**config.mk**
```make
export PLATFORM = sky130hd
export DESIGN_NAME = cam_lookup_table
export DESIGN_NICKNAME = d
export VERILOG_FILES = /design/src/rtl/cam_lookup_table.sv
export SDC_FILE = /design/constraint.sdc
export NUM_CORES = 1
export LEC_CHECK = 0
export CAP_MARGIN = 20
export CORE_MARGIN = 2
export CORE_UTILIZATION = 60
export DETAILED_ROUTE_END_ITERATION = 7
export PLACE_DENSITY_LB_ADDON = 0.25
export SLEW_MARGIN = 20
export SYNTH_ARGS = -nofsm -noshare
export SYNTH_HDL_FRONTEND = slang
export SYNTH_SLANG_ARGS = --single-unit
```
**constraint.sdc**
```tcl
create_clock -name clk -period 5.7 [get_ports clk]
set_input_delay 1.14 -clock clk [delete_from_list [all_inputs] [get_ports clk]]
set_output_delay 1.14 -clock clk [all_outputs]
set_load 0.1 [all_outputs]
```
**src/rtl/cam_lookup_table.sv**
```systemverilog
// Key->value CAM lookup: two-stage pipeline (S1 compare, S2 priority encode + value read) with handshakes.
// Optional ternary match via `define CAM_TERNARY_EN (per-entry don't-care mask); default build is exact match.
module cam_lookup_table #(
  parameter  int KEY_W  = 4,
  parameter  int VAL_W  = 32,
  parameter  int DEPTH  = 16,
  localparam int ADDR_W = $clog2(DEPTH)
) (
  input  logic              clk,
  input  logic              rst,
  input  logic              key_valid,
  output logic              key_ready,
  input  logic [KEY_W-1:0]  key,
  output logic              res_valid,
  input  logic              res_ready,
  output logic              res_hit,
  output logic              res_multi,
  output logic [ADDR_W-1:0] res_addr,
  output logic [VAL_W-1:0]  res_value,
  input  logic              wr_en,
  input  logic [ADDR_W-1:0] wr_addr,
  input  logic              wr_entry_v,
  input  logic [KEY_W-1:0]  wr_key,
  input  logic [KEY_W-1:0]  wr_mask,
  input  logic [VAL_W-1:0]  wr_value,
  input  logic              clr
);

  logic [DEPTH-1:0] entry_v;
  logic [KEY_W-1:0] key_mem  [DEPTH];
  logic [VAL_W-1:0] val_mem  [DEPTH];
  logic [KEY_W-1:0] mask_eff [DEPTH];

  logic             stall;
  logic             s1_valid;
  logic [DEPTH-1:0] s1_match;
  logic [DEPTH-1:0] match_vec;
  logic [ADDR_W-1:0] enc_addr;
  logic             enc_hit;
  logic             enc_multi;
  logic [VAL_W-1:0] rd_value;

  assign stall     = res_valid & ~res_ready;
  assign key_ready = ~stall;

  // Storage arrays are deliberately not reset; only the valid bits are.
  always_ff @(posedge clk) begin
    if (wr_en) begin
      key_mem[wr_addr] <= wr_key;
      val_mem[wr_addr] <= wr_value;
    end
  end

`ifdef CAM_TERNARY_EN
  logic [KEY_W-1:0] mask_mem [DEPTH];

  always_ff @(posedge clk) begin
    if (wr_en) mask_mem[wr_addr] <= wr_mask;
  end

  always_comb begin
    for (int i = 0; i < DEPTH; i++) mask_eff[i] = mask_mem[i];
  end
`else
  logic unused_mask;
  assign unused_mask = ^wr_mask;

  always_comb begin
    for (int i = 0; i < DEPTH; i++) mask_eff[i] = '0;
  end
`endif

  // A write to wr_addr overrides a simultaneous bulk clear for that one entry.
  always_ff @(posedge clk) begin
    if (rst) begin
      entry_v <= '0;
    end else begin
      for (int i = 0; i < DEPTH; i++) begin
        if (clr) entry_v[i] <= 1'b0;
        if (wr_en && (wr_addr == ADDR_W'(i))) entry_v[i] <= wr_entry_v;
      end
    end
  end

  always_comb begin
    for (int i = 0; i < DEPTH; i++)
      match_vec[i] = entry_v[i] & (((key ^ key_mem[i]) & ~mask_eff[i]) == '0);
  end

  always_comb begin
    enc_addr = '0;
    for (int i = DEPTH - 1; i >= 0; i--)
      if (s1_match[i]) enc_addr = ADDR_W'(i);
  end

  // Clearing the lowest set bit leaves something only if two or more bits matched.
  assign enc_hit   = |s1_match;
  assign enc_multi = |(s1_match & (s1_match - DEPTH'(1)));
  assign rd_value  = enc_hit ? val_mem[enc_addr] : '0;

  always_ff @(posedge clk) begin
    if (rst) begin
      s1_valid  <= 1'b0;
      s1_match  <= '0;
      res_valid <= 1'b0;
      res_hit   <= 1'b0;
      res_multi <= 1'b0;
      res_addr  <= '0;
      res_value <= '0;
    end else if (!stall) begin
      s1_valid  <= key_valid;
      s1_match  <= key_valid ? match_vec : '0;
      res_valid <= s1_valid;
      res_hit   <= enc_hit;
      res_multi <= enc_multi;
      res_addr  <= enc_addr;
      res_value <= rd_value;
    end
  end

endmodule
```
==> out/metrics.yaml, run 1 <==
route:
  wire_per_inst_microns: 22.2
  vias: 15700
  vias_per_cell: 6.08
  drcViolationCount: 0
  postRouteWirelength_microns: 57300
  initialDrtViolationCount: 1957
  firstDrtPassIters: 6
  ant_nets: 0
synthesis:
  synth-edff-count: 576
  synthFlopType: "edfxtp_1"
  netlist_area_sq_um: 25000
  async_flop_share: 0
  synth_cell_types: 40
  yosysSeqAreaShare: 0.750
  synth_cells: 1931
  synth-seq-cells: 648
  yosys_warnings: 0
  syn_area_per_cell_sq_um: 12.9
  syn_nets: 1986
layout:
  nFillCells: 2797
  multi_input_comb_area_sq_um: 5840
  layout-drive-gt1-share: 0.0809
  syn_to_final_growth_pct: 14.5
  final_cells: 2584
  final_nets: 2056
  area.sequential_sq_um: 18700
timing:
  hold_ws_ns: 0.453
  min_period_over_period: 0.711
  worstMarginPinSlew_ns: 1.14
  maxSlewViolCount: 0
  tns_ns: 0
  hold_viol_final: 0
  period_minus_slack_ns: 4.06
  fin_worst_skew_ns: 0.00859
  fmax_ghz: 0.247
  setup_violations: 0
  setup_slack_ns: 1.64
  rsz0062_at_grt: "no"
  relSlewSlack: 0.239
power_and_ir_drop:
  total_power_uw: 9760
  irDropWorstVdd_v: 0.000234
  power_leakage_uw: 0.00959
  power_per_cell_area_nw_per_um2: 341
place:
  dp_hpwl_microns: 28500
  gp_congestion: 0.796
  io_buffers: 90
  pre_cts_ws_ns: 1.67
  post-place-cells: 2469
worst_setup_path:
  crit_chain: "clkdlybuf4s50_1 > nor2b_2 > clkinv_1 > buf_4"
  reg2reg_from: "s1_match[15]"
  end_kind: "primary output"
  cp_max_fo: 12
  slowest_delay_ns: 0.56
  start_kind: "primary input"
  crit_type: "primary input to primary output"
  cp-startpoint: "res_ready"
  critPathSlowestCell: "nor2b_2"
  worst_ep_arrival_time_ns: 2.92
  worstPathRequired_ns: 4.56
clock_tree:
  cts_hold_buffers: 0
  cts_root_buffer: "clkbuf_16"
  cts_tree: "yes"
  clk_pin_slew_ns: 0.06
  htree_levels: 2
  cts.sinks: 648
  cts_buffers: 60
  post_cts_resized: 0
  insertion_delay_ns: 0.61
  cts_buffer_depth: 3
  cts_setup_buffers: 0
global_routing:
  grt_max_degree: 257
  globalRouteTotalUtil: 0.263
  grt_pass1_vias: 15300
  grt_pass1_wl_microns: 87200
  antenna_found_initial: 1
  overflow: 0
floorplanning:
  rows: 74
  fp.dieArea_sq_um: 43300
  die_w_microns: 208
  die_h_microns: 208
  pin_count: 95
  core_area_sq_um: 40900
  start_util: 0.610
worst_hold_path:
  hold_path_class: "flop to flop"
  hp-start: "res_value[20]"
status:
  status: "complete, no violations"
flow_run:
  cap_violations: 0
area by class of cell:
class                      count  area share
sequential                   648       0.655
multi-input combinational   1164       0.204
clock buffer                  71      0.0572
timing repair buffer         122      0.0423
tap                          532      0.0233
clock inverter                41      0.0168
inverter                       5    0.000657
antenna                        1   0.0000875
cell usage after synthesis, drive strengths merged (5+ instances only):
cell / instances / area [sq um]
a21oi: 29 / 149
buf: 71 / 387
nor3b: 14 / 105
a32oi: 16 / 140
nand3: 225 / 1130
nand2: 561 / 2110
clkbuf: 43 / 161
nor4: 18 / 128
nor2: 66 / 248
nand4: 65 / 407
dfxtp: 72 / 1440
nor3: 9 / 45.0
xnor2: 16 / 140
edfxtp: 576 / 17300
xor2: 48 / 420
o21ai: 7 / 38.8
a31oi: 65 / 407
o31ai: 5 / 51.3
stage by stage:
stage | utilization | instance area, sq um
2_1_floorplan | - | 25000
5_1_grt | 0.698 | 28600
4_1_cts | 0.697 | 28500
6_report | 0.699 | 28600
3_3_place_gp | 0.646 | 26400
3_5_place_dp | 0.646 | 26400
cells in the final DEF (no fill, tap or decap), types with 3 or more instances in the layout:
cell type	netlist	layout
a21oi_1	28	28
a31oi_1	65	65
a32oi_1	16	16
buf_12	0	4
buf_4	1	28
bufinv_16	0	11
clkbuf_1	43	3
clkbuf_16	0	61
clkbuf_8	0	7
clkdlybuf4s50_1	0	89
clkinv_1	1	10
clkinv_2	0	18
clkinv_4	0	3
dfxtp_1	72	72
edfxtp_1	576	576
inv_1	4	4
nand2_1	561	560
nand3_1	225	225
nand4_1	65	65
nor2_1	66	52
nor2_4	0	14
nor3_1	9	5
nor3_2	0	4
nor3b_1	14	14
nor4_1	17	17
o21ai_0	5	5
o31ai_1	4	4
or3b_2	4	4
xnor2_1	16	16
xor2_1	48	48
power by group:
group | switching (uW) | internal [uW] | total [uW]
Sequential | 22.4 | 5260 | 5280
Clock | 1700 | 2530 | 4240
Combinational | 176 | 66.6 | 242
worst paths after layout:
check                                      to  cells past startpoint  slack [ns]
worst max-delay path                key_ready                      4        1.64
worst min register to register  res_value[20]                      2        0.45
worst min-delay path            res_value[20]                      2        0.45
worst max register to register   res_value[0]                      9        2.32
per-layer routing:
metal | GRT usage | up-vias | part of all wire | wire length, microns
met5 | 0 | - | 0.00021 | 12
met4 | 0.0851 | 2 | 0.028 | 1630
met3 | 0.0518 | 131 | 0.087 | 4990
met2 | 0.416 | 691 | 0.47 | 27200
met1 | 0.372 | 7741 | 0.41 | 23500
li1 | - | 7138 | - | -
state kept, by name (all words and copies together), names as in the netlist, 4 cells and up:
register	cells
key_mem	64
s1_match	16
res_addr	4
val_mem	512
entry_v	16
res_value	32
worst max-delay path, delay by kind of cell:
family	cells	cell delay, ns
buffers and inverters	3	1.21
AND/OR/NAND/NOR	1	0.56
cell families after synthesis:
| kind of cell | synth area share |
|---|---|
| flip-flops | 0.750 |
| AND/OR/NAND/NOR | 0.171 |
| buffers and inverters | 0.0227 |
| AO/OA/AOI/OAI | 0.0331 |
| XOR/XNOR | 0.0224 |
(Power assumes the default switching activity.)
==> run 2, diff against run 1 <==
clock period = 3.9 ns   (was 5.7 ns; I/O delays follow)
==> run 2 against run 1 <==
  * Clock-buffer cell count increased by 15
  * Combinational power increased by 52%
  * Sequential cell count unchanged
  * Largest power group unchanged
  * Clock skew increased by 0.0055 ns
  * Worst hold slack got worse by 0.0031 ns
  * Global-route usage increased by 0.41 points
  * Critical path type is now flop to primary output
  * Non-clock buffer count increased by 17
  * Core utilization increased by 0.75 points
  * Highest routed layer unchanged
  * Clock power increased by 43%
  * Critical path depth decreased by 3
  * Critical endpoint is now res_value[3]
  * First-iteration DRC count increased by 5.4%
  * Via count increased by 1.8%
==> out/metrics.yaml, run 2 (same netlist as run 1, synthesis figures left out) <==
status:
  status: "complete, no violations"
route:
  drcViolationCount: 0
  wire_per_inst_microns: 22.2
  vias_per_cell: 6.14
  firstDrtPassIters: 5
  vias: 16000
  ant_nets: 0
  postRouteWirelength_microns: 57800
  initialDrtViolationCount: 2063
global_routing:
  antenna_found_initial: 2
  grt_pass1_vias: 15500
  globalRouteTotalUtil: 0.267
  grt_pass1_wl_microns: 88900
  grt_max_degree: 121
  overflow: 0
worst_hold_path:
  hold_path_class: "flop to flop"
  holdPathStages: 2
  hp-start: "res_value[14]"
clock_tree:
  post_cts_resized: 0
  htree_levels: 2
  cts.sinks: 648
  clk_pin_slew_ns: 0.06
  cts_hold_buffers: 0
  insertion_delay_ns: 0.63
  cts_setup_buffers: 0
  cts_root_buffer: "clkbuf_16"
  cts_buffer_depth: 3
  cts_buffers: 61
  cts_tree: "yes"
worst_setup_path:
  worstPathRequired_ns: 3.12
  start_kind: "flop"
  reg2reg_from: "s1_match[0]"
  critPathBufInv: 1
  slowest_delay_ns: 1.19
  cp-startpoint: "res_value[3]"
  reg2regPathDepth: 9
  worst-path-stages: 1
  crit_type: "flop to primary output"
  critPathSlowestCell: "clkdlybuf4s50_1"
  cp_max_fo: 2
  crit_chain: "clkdlybuf4s50_1"
  end_kind: "primary output"
  crit_family: "buffers and inverters"
  worst_ep_arrival_time_ns: 2.28
layout:
  final_cell_mix: "edfxtp_1, nand2_1, nand3_1"
  layout-drive-gt1-share: 0.0845
  n_antenna_cell: 0
  syn_to_final_growth_pct: 15.7
  largest_register_ffs: 512
  top_register: "val_mem"
  final_common_cell: "edfxtp_1"
  top_regs: "val_mem x512, key_mem x64, res_value x32"
  final_nets: 2074
floorplanning:
  fp.dieArea_sq_um: 43300
  die_h_microns: 208
  rows: 74
  start_util: 0.610
  core_area_sq_um: 40900
  die_w_microns: 208
  pin_count: 95
timing:
  fmax_ghz: 0.327
  min_period_over_period: 0.784
  setup_violations: 0
  worstMarginPinSlew_ns: 0.985
  maxSlewViolCount: 0
  setup_slack_ns: 0.843
  rsz0062_at_grt: "no"
  period_minus_slack_ns: 3.06
  relSlewSlack: 0.341
  hold_ws_ns: 0.450
  hold_viol_final: 0
  tns_ns: 0
  fin_worst_skew_ns: 0.0141
power_and_ir_drop:
  p_int_uw: 11400
  power.switching_uw: 2780
  switching_share: 0.197
  p_seq_frac: 0.545
  p_clk_frac: 0.429
  power_leakage_uw: 0.00971
  power_per_cell_area_nw_per_um2: 490
  irDropWorstVdd_v: 0.000379
  pwr-share-comb: 0.026
  total_power_uw: 14200
flow_run:
  cap_violations: 0
place:
  io_buffers: 90
  dp_hpwl_microns: 29700
  pre_cts_ws_ns: 0.647
  gp_congestion: 0.776
## run 2: changes by cell type in the layout (fill, tap and decap cells not counted), sizes merged
| cell | previous run | this run |
|---|---|---|
| bufinv | 11 | 7 |
| diode | 1 | 0 |
| clkinv | 31 | 21 |
| buf | 33 | 50 |
| inv | 4 | 7 |
| clkbuf | 71 | 86 |
## run 2: layout make-up
cell class              instances  area [sq um]
clock buffers                  86          1750
clock inverters                30           324
fillers                      2676         12000
inverters                       5          18.8
multi-input cells            1164          5860
flip-flops and latches        648         18700
well taps                     532           666
repair buffers                139          1530
## run 2: final timing paths
| check | endpoint | slack, ns |
|---|---|---|
| setup reg to reg | res_value[12] | 0.89 |
| hold reg to reg | res_value[14] | 0.45 |
| setup / recovery | res_value[3] | 0.84 |
| hold / removal | res_value[14] | 0.45 |
## run 2: layer usage
metal / part of all wire / vias to the layer above / global-route usage
met4: 0.027 / 4 / 0.0863
met1: 0.41 / 7908 / 0.377
met3: 0.089 / 117 / 0.0471
met2: 0.48 / 777 / 0.429
li1: - / 7184 / -
met5: 0.00048 / - / 0
## run 2: metrics by stage
step / utilization / std cells / cell area, sq um
after floorplan: - / 1931 / 25000
after global placement: 0.655 / 2488 / 26800
after detailed placement: 0.655 / 2488 / 26800
after CTS: 0.706 / 2604 / 28900
after global routing: 0.706 / 2604 / 28900
final: 0.706 / 2604 / 28900
## run 2: power groups by stage
stage | Combinational (uW) | Sequential (uW) | Clock, uW
after floorplan | 133 | 7870 | 0
after global placement | 354 | 7850 | 0
after detailed placement | 365 | 7860 | 0
after CTS | 367 | 7710 | 6130
after global routing | 398 | 7720 | 6370
final | 367 | 7710 | 6070
## run 2: worst reg2reg max path, delay by kind of cell, from the launching register on
| kind | cells | cell delay (ns) |
|---|---|---|
| buffers and inverters | 1 | 0.34 |
| AND/OR/NAND/NOR | 6 | 1.81 |
| flip-flops | 1 | 0.38 |
| AO/OA/AOI/OAI | 2 | 0.40 |
==> run 3, diff against run 2 <==
CORE_UTILIZATION = 55   (was 60)
clock period = 2.8 ns   (was 3.9 ns; I/O delays follow)
==> run 3 against run 2 <==
  * Via count down 0.98%
  * Total power up 42%
  * Sequential cell count unchanged
  * Register-to-register slack worse by 0.69 ns
  * Global-route usage down 1.9 points
  * Final cell count up 4.0%
  * Non-clock buffer count up 29
  * Combinational power up 44%
  * Clock-buffer cell count up 8
  * First-iteration DRC count down 11%
  * Critical endpoint is now res_value[5]
  * Highest routed layer unchanged
==> out/metrics.yaml, run 3 (same netlist as run 1, synthesis figures left out) <==
status:
  status: "complete, no violations"
layout:
  nFillCells: 3228
  final_cells: 2708
  syn_to_final_growth_pct: 18.1
  top_regs: "val_mem x512, key_mem x64, res_value x32"
  final_cell_mix: "edfxtp_1, nand2_1, nand3_1"
  final_common_cell: "edfxtp_1"
  layout-drive-gt1-share: 0.120
  area.sequential_sq_um: 18700
  final_nets: 2108
  largest_register_ffs: 512
  top_register: "val_mem"
  multi_input_comb_area_sq_um: 5860
power_and_ir_drop:
  pwr-share-comb: 0.026
  p_int_uw: 16200
  power_per_cell_area_nw_per_um2: 682
  p_seq_frac: 0.534
  switching_share: 0.196
  power_leakage_uw: 0.0101
  total_power_uw: 20100
  power.switching_uw: 3950
  irDropWorstVdd_v: 0.000403
  p_clk_frac: 0.440
worst_setup_path:
  end_kind: "flop"
  worstPathRequired_ns: 3.32
  worst_ep_arrival_time_ns: 3.12
  crit_type: "flop to flop"
  start_kind: "flop"
  cp_max_fo: 54
timing:
  period_minus_slack_ns: 2.60
  setup_violations: 0
  worstMarginPinSlew_ns: 0.757
  rsz0062_at_grt: "no"
  fmax_ghz: 0.385
  hold_ws_ns: 0.453
  maxSlewViolCount: 0
  fin_worst_skew_ns: 0.0186
  tns_ns: 0
  min_period_over_period: 0.928
  hold_viol_final: 0
  relSlewSlack: 0.494
place:
  io_buffers: 90
  dp_hpwl_microns: 30600
  gp_congestion: 0.786
  post-place-cells: 2585
route:
  vias_per_cell: 5.85
  vias: 15800
  initialDrtViolationCount: 1843
  wire_per_inst_microns: 21.5
  ant_nets: 0
  postRouteWirelength_microns: 58200
  drcViolationCount: 0
  firstDrtPassIters: 8
clock_tree:
  cts_hold_buffers: 0
  cts.sinks: 648
  clk_pin_slew_ns: 0.06
  htree_levels: 3
  cts_buffer_depth: 3
  cts_tree: "yes"
  cts_setup_buffers: 0
  post_cts_resized: 0
  cts_buffers: 66
  insertion_delay_ns: 0.59
  cts_root_buffer: "clkbuf_16"
floorplanning:
  rows: 78
  start_util: 0.554
  core_area_sq_um: 45100
  die_w_microns: 217
  fp.dieArea_sq_um: 47100
  pin_count: 95
  die_h_microns: 217
worst_hold_path:
  hold_path_class: "flop to flop"
global_routing:
  grt_pass1_wl_microns: 88300
  grt_pass1_vias: 15300
  overflow: 0
  grt_max_degree: 70
  globalRouteTotalUtil: 0.248
  antenna_found_initial: 3
flow_run:
  cap_violations: 0
## run 3: cell types whose count changed in the layout (fill, tap and decap cells not counted), moves of 2 or more
cell and delta:
buf_4 +48, clkdlybuf4s50_1 -39, buf_12 +20, clkbuf_16 +8, clkinv_1 -4, clkinv_2 +3
bufinv_16 -2, diode_2 +2, inv_6 -2
## run 3: worst paths after layout
path,start,to,slack (ns),cells after the start
min reg2reg,res_value[15],res_value[15],0.45,2
max reg2reg,s1_match[8],res_value[5],0.20,9
max,s1_match[8],res_value[5],0.20,9
min,res_value[15],res_value[15],0.45,2
## run 3: per-stage QoR
step	instance area [sq um]	setup slack, ns	util
after detailed placement	27300	0.152	0.605
after CTS	29500	0.186	0.654
after global routing	29500	0.0745	0.654
after global placement	27300	0.180	0.605
final	29500	0.201	0.654
after floorplan	25000	-0.394	-
## run 3: cell type report
type	count	area share
Antenna cell	2	0.000170
Inverter	5	0.000679
Timing Repair Buffer	168	0.0644
Tap cell	600	0.0255
Clock buffer	94	0.0659
Clock inverter	27	0.00887
Sequential cell	648	0.636
Multi-Input combinational cell	1164	0.199
## run 3: worst max-delay path, cell delays in order, from the launching register on
cell     delay, ns
dfxtp_1       0.44
nor4_1        0.29
o21ai_0       0.14
a31oi_1       0.39
or2_4         0.30
buf_12        0.26
nand2_1       0.11
a31oi_1       0.23
nand4_1       0.21
nand3_1       0.12
## run 3: power groups by stage
stage	clock, uW	combinational, uW	sequential [uW]
final	8840	528	10700
after global routing	9340	568	10800
after CTS	8940	528	10700
after detailed placement	0	526	10900
after global placement	0	510	10900
after floorplan	0	186	11000
## run 3: metal layers
layer | vias to the layer above | global-route usage | share of wire
li1 | 7271 | - | -
met1 | 7825 | 0.348 | 0.42
met2 | 637 | 0.400 | 0.48
met3 | 96 | 0.0430 | 0.076
met4 | 4 | 0.0815 | 0.022
met5 | - | 0 | 0.00065
